[src/rtl/ab_input_conditioner.sv]
// Two-channel button conditioner: 2-FF synchroniser, 4-state debounce FSM with hold counter,
// registered clean level plus a one-cycle strobe on each accepted rising edge.
module ab_input_conditioner #(
    parameter int unsigned DEBOUNCE_CYCLES = 4,
    parameter int unsigned CNT_W           = 20
) (
    input  logic clk,
    input  logic reset,
    input  logic a_raw,
    input  logic b_raw,
    output logic a,
    output logic b,
    output logic a_pulse,
    output logic b_pulse
);

    typedef enum logic [1:0] {StLow, StWaitHi, StHigh, StWaitLo} state_e;

    localparam logic [CNT_W-1:0] CntZero = '0;
    localparam logic [CNT_W-1:0] CntOne  = CNT_W'(1);
    localparam logic [CNT_W-1:0] CntMax  = CNT_W'(DEBOUNCE_CYCLES);

    logic [1:0]       raw;
    logic [1:0]       s1_q, s2_q;
    state_e           st_q  [2];
    state_e           st_d  [2];
    logic [CNT_W-1:0] cnt_q [2];
    logic [CNT_W-1:0] cnt_d [2];
    logic [1:0]       lvl_q, lvl_d;
    logic [1:0]       pls_q, pls_d;

    assign raw = {b_raw, a_raw};

    // Channel 0 is A, channel 1 is B; only the second sync stage reaches the FSM.
    always_ff @(posedge clk) begin
        if (reset) begin
            s1_q  <= '0;
            s2_q  <= '0;
            lvl_q <= '0;
            pls_q <= '0;
            for (int i = 0; i < 2; i++) begin
                st_q[i]  <= StLow;
                cnt_q[i] <= CntZero;
            end
        end else begin
            s1_q  <= raw;
            s2_q  <= s1_q;
            lvl_q <= lvl_d;
            pls_q <= pls_d;
            for (int i = 0; i < 2; i++) begin
                st_q[i]  <= st_d[i];
                cnt_q[i] <= cnt_d[i];
            end
        end
    end

    always_comb begin
        lvl_d = lvl_q;
        pls_d = '0;
        for (int i = 0; i < 2; i++) begin
            st_d[i]  = st_q[i];
            cnt_d[i] = cnt_q[i];
            case (st_q[i])
                StLow: begin
                    if (s2_q[i]) begin
                        st_d[i]  = StWaitHi;
                        cnt_d[i] = CntOne;
                    end else begin
                        cnt_d[i] = CntZero;
                    end
                end
                StWaitHi: begin
                    if (!s2_q[i]) begin
                        st_d[i]  = StLow;
                        cnt_d[i] = CntZero;
                    end else if (cnt_q[i] == CntMax) begin
                        st_d[i]  = StHigh;
                        cnt_d[i] = CntZero;
                        lvl_d[i] = 1'b1;
                        pls_d[i] = 1'b1;
                    end else begin
                        cnt_d[i] = cnt_q[i] + CntOne;
                    end
                end
                StHigh: begin
                    if (!s2_q[i]) begin
                        st_d[i]  = StWaitLo;
                        cnt_d[i] = CntOne;
                    end
                end
                StWaitLo: begin
                    if (s2_q[i]) begin
                        st_d[i]  = StHigh;
                        cnt_d[i] = CntZero;
                    end else if (cnt_q[i] == CntMax) begin
                        st_d[i]  = StLow;
                        cnt_d[i] = CntZero;
                        lvl_d[i] = 1'b0;
                    end else begin
                        cnt_d[i] = cnt_q[i] + CntOne;
                    end
                end
                default: begin
                    st_d[i]  = StLow;
                    cnt_d[i] = CntZero;
                end
            endcase
        end
    end

    assign a       = lvl_q[0];
    assign b       = lvl_q[1];
    assign a_pulse = pls_q[0];
    assign b_pulse = pls_q[1];

endmodule

[config.mk]
export PLATFORM = sky130hd
export DESIGN_NAME = ab_input_conditioner
export DESIGN_NICKNAME = d
export VERILOG_FILES = /design/src/rtl/ab_input_conditioner.sv
export SDC_FILE = /design/constraint.sdc
export NUM_CORES = 1
export LEC_CHECK = 0
export CAP_MARGIN = 25
export CORE_MARGIN = 3
export CORE_UTILIZATION = 43
export CTS_CLUSTER_SIZE = 10
export DETAILED_ROUTE_END_ITERATION = 6
export HOLD_SLACK_MARGIN = 0.02
export SETUP_SLACK_MARGIN = 0.05
export SLEW_MARGIN = 20
export SYNTH_ARGS = -nofsm -noshare
export SYNTH_HDL_FRONTEND = slang
export SYNTH_SLANG_ARGS = --single-unit
[constraint.sdc]
create_clock -name clk -period 2.8 [get_ports clk]
set_clock_uncertainty 0.2 [all_clocks]
set_input_delay 0.84 -clock clk [delete_from_list [all_inputs] [get_ports clk]]
set_output_delay 0.84 -clock clk [all_outputs]
set_load 0.01 [all_outputs]
==> impl_metrics.csv, run 1 <==
group,metric,value,unit
synthesis,ys_async_sr_fraction,0,%
synthesis,ys_seq_area_share,34.1,%
die,ios,8,
drt,num_vias,2759,
synthesis,synth_top_area_share,34.1,%
clocking,cts_buffers,5,
die,start_util,44.7,%
synthesis,yosys.area.top_type,"dfxtp_1",
global_route,track_usage,17.1,%
synthesis,synth_cell_types,63,
worst_hold_path,hold_class,"flip-flop to flip-flop",
run_status,status,"finished clean",
die,dieHeight,90.2,µm
worst_setup_path,arrival,2.51,ns
global_route,grt_pass1_wl,11.8,mm
final_layout,regArea,1040,µm²
pwr,p_total,1570,µW
drt,wl_per_cell,14.3,µm
drt,drc,0,
final_layout,diodes,0,
sta,max_freq,406,MHz
final_layout,drive_gt1_share,6.51,%
clocking,insertion_delay,0.31,ns
drt,viasPerCell,5.75,
synthesis,synth_top_family_by_area,"simple AND/OR/NAND/NOR gates",
clocking,cts_tree,"done",
drt,firstDrtPassIters,4,
synthesis,synthXorXnorAreaFrac,1.44,%
final_layout,utilization,48.7,%
final_layout,area_growth,9.02,%
synthesis,synth-compound-area-share,19.6,%
clocking,htreeDepth,2,
global_route,grt_pass1_vias,2505,
sta,setup_viol,0,
synthesis,muxShareOfSynthArea,1.35,%
pwr,p_per_area,471,nW/µm²
sta,min_period_over_period,88.0,%
final_layout,multiInputGateArea,1870,µm²
final_layout,final_area,3330,µm²
global_route,antenna_found_initial,0,
worst_setup_path,startpoint_type,"flip-flop",
sta,tightest_slew,0.710,ns
sta,rsz0062_at_grt,"false",
die,core_area,6830,µm²
sta,fin_crit,2.46,ns
worst_setup_path,crit_required,2.85,ns
sta,relSlewSlack,52.5,%
final_layout,nets,400,
synthesis,synth_area_leaders,"dfxtp_1, a31oi_1, ha_1, nand2_1, nand3_1",
synthesis,ys.flop_type,"dfxtp_1",
worst_setup_path,crit_type,"flip-flop to flip-flop",
clocking,clkSinkCount,52,
synthesis,synth_area,3050,µm²
pwr,p_leak,0.00107,µW
synthesis,ys_ff_latch,52,
synthesis,synthAdderAreaFrac,5.33,%
synthesis,postSynthCellCount,382,
global_route,grt_overflow,0,
die,fp.dieArea,8140,µm²
drt,wl,6.85,mm
clocking,holdBufCountCts,0,
die,rows,30,
synthesis,yosys.area_share.simple,33.5,%
placed_design,dp_hpwl,4.90,mm
clocking,clockBufferDepth,2,
worst_setup_path,end_kind,"flip-flop",
drt,drtIter0Drc,169,
pwr,peakVddDrop,0.192,mV
sta,timing.setup.tns,0,ns
placed_design,place_area,3210,µm²
clocking,postCtsResizedCells,0,
worst_setup_path,path_max_fanout,22,
sta,final_max_slew_viol_count,0,
synthesis,synth_edf_count,0,
synthesis,yosysWarnings,0,
placed_design,io_buffers,7,
synthesis,synth.net_count,399,
clocking,clk_pin_slew_worst_paths,0.11,ns
clocking,post_cts_buffers,0,
clocking,cts-root-buf,"clkbuf_8",
sta,hold_viol,0,
run,maxCapViolCount,0,
synthesis,syn_avg_cell_area,7.99,µm²
global_route,grt_max_degree,30,
placed_design,gp_congestion,0.831,
die,die_w,90.2,µm
drt,drtAntennaViolNets,0,
final_layout,fillers,674,
## path summary, 6_finish.rpt
kind | from | endpoint | slack, ns | depth (start not counted)
setup / recovery | st_q[0][2] | cnt_q[0][28] | 0.34 | 8
hold / removal | s1_q[0] | s2_q[0] | 0.25 | 1
setup reg to reg | st_q[0][2] | cnt_q[0][28] | 0.34 | 8
hold reg to reg | s1_q[0] | s2_q[0] | 0.25 | 1
## synthesized netlist by cell type, drive strengths merged, types with 4 or more instances
library cell	number
or4	8
or2	4
a31oi	29
ha	13
nor2	22
inv	17
nor4	9
or3	4
nand3	31
buf	8
nor2b	4
nand2	41
nor4b	4
nand2b	6
and3	10
a21oi	22
nand4	10
o21ai	17
and4	4
clkbuf	8
xor2	4
and2	6
nor3	9
dfxtp	52
## worst max-delay path: stages (launching register included)
cell and delay [ns]:
dfxtp_1 0.43, inv_1 0.12, ha_1 0.31, nand3b_1 0.22, a211oi_1 0.39, a21boi_2 0.27
buf_12 0.17, o21ai_0 0.11, a31oi_1 0.17
## cell type report
class	instances	area share, %
inverter	17	1.92
timing repair buffer	10	3.54
clock inverter	3	1.39
sequential	52	31.3
multi-input combinational	297	56.2
clock buffer	5	2.07
tap	96	3.61
## layer usage
metal	vias up	global-route usage (%)	part of all wire [%]
met5	-	0	0
li1	1427	-	-
met4	0	4.08	0.41
met1	1293	23.4	49
met2	37	28.4	48
met3	2	2.68	2.6
## per-stage QoR
stage          worst slack (ns)  std cells  hold WS [ns]
2_1_floorplan             0.627        382         0.214
3_3_place_gp              0.160        472         0.217
3_5_place_dp              0.135        472         0.230
4_1_cts                   0.390        480         0.251
5_1_grt                   0.105        480         0.269
6_report                  0.336        480         0.246
## registers in the layout (all words and copies together), names as in the netlist, named ones only
| register | flops |
|---|---|
| pls_q | 2 |
| lvl_q | 2 |
| s1_q | 2 |
| cnt_q | 40 |
| st_q | 2 |
| s2_q | 2 |
## cells in the final DEF, fill, tap and decap left out, drive strengths merged, types with 5 or more instances in the layout
master         netlist  layout
o21ai               17      17
a21oi               22      22
nor2                22      22
clkdlybuf4s50        0       7
a31oi               29      29
nor3                 9       9
clkbuf               8       5
nor4                 9       9
ha                  13      13
and3                10      10
nand2b               6       6
or4                  8       8
and2                 6       6
nand2               41      41
inv                 17      18
dfxtp               52      52
nand3               31      31
nand4               10      10
## power by group
part / switching, µW / leakage (µW) / internal [µW] / total, µW
combinational: 135 / 0.000593 / 106 / 240
clock: 273 / 0.0000548 / 270 / 543
sequential: 24.7 / 0.000420 / 760 / 785
total: 432 / 0.00107 / 1140 / 1570
## logic make-up (layout without fill, tap and decap cells)
kind of cell / count (synthesis) / count (layout)
simple gates: 182 / 182
mux: 4 / 4
compound gates: 93 / 93
fa+ha+maj: 13 / 13
xor+xnor: 5 / 5
buf+inv: 33 / 35
flops: 52 / 52
Note: power is estimated with default switching activity, not from simulation.
==> inputs of run 2 (changes only) <==
Settings changed: SKIP_CTS_REPAIR_TIMING set to 1.
==> results of run 2 <==
Final layout, timing and power as in run 1 (identical DEF).
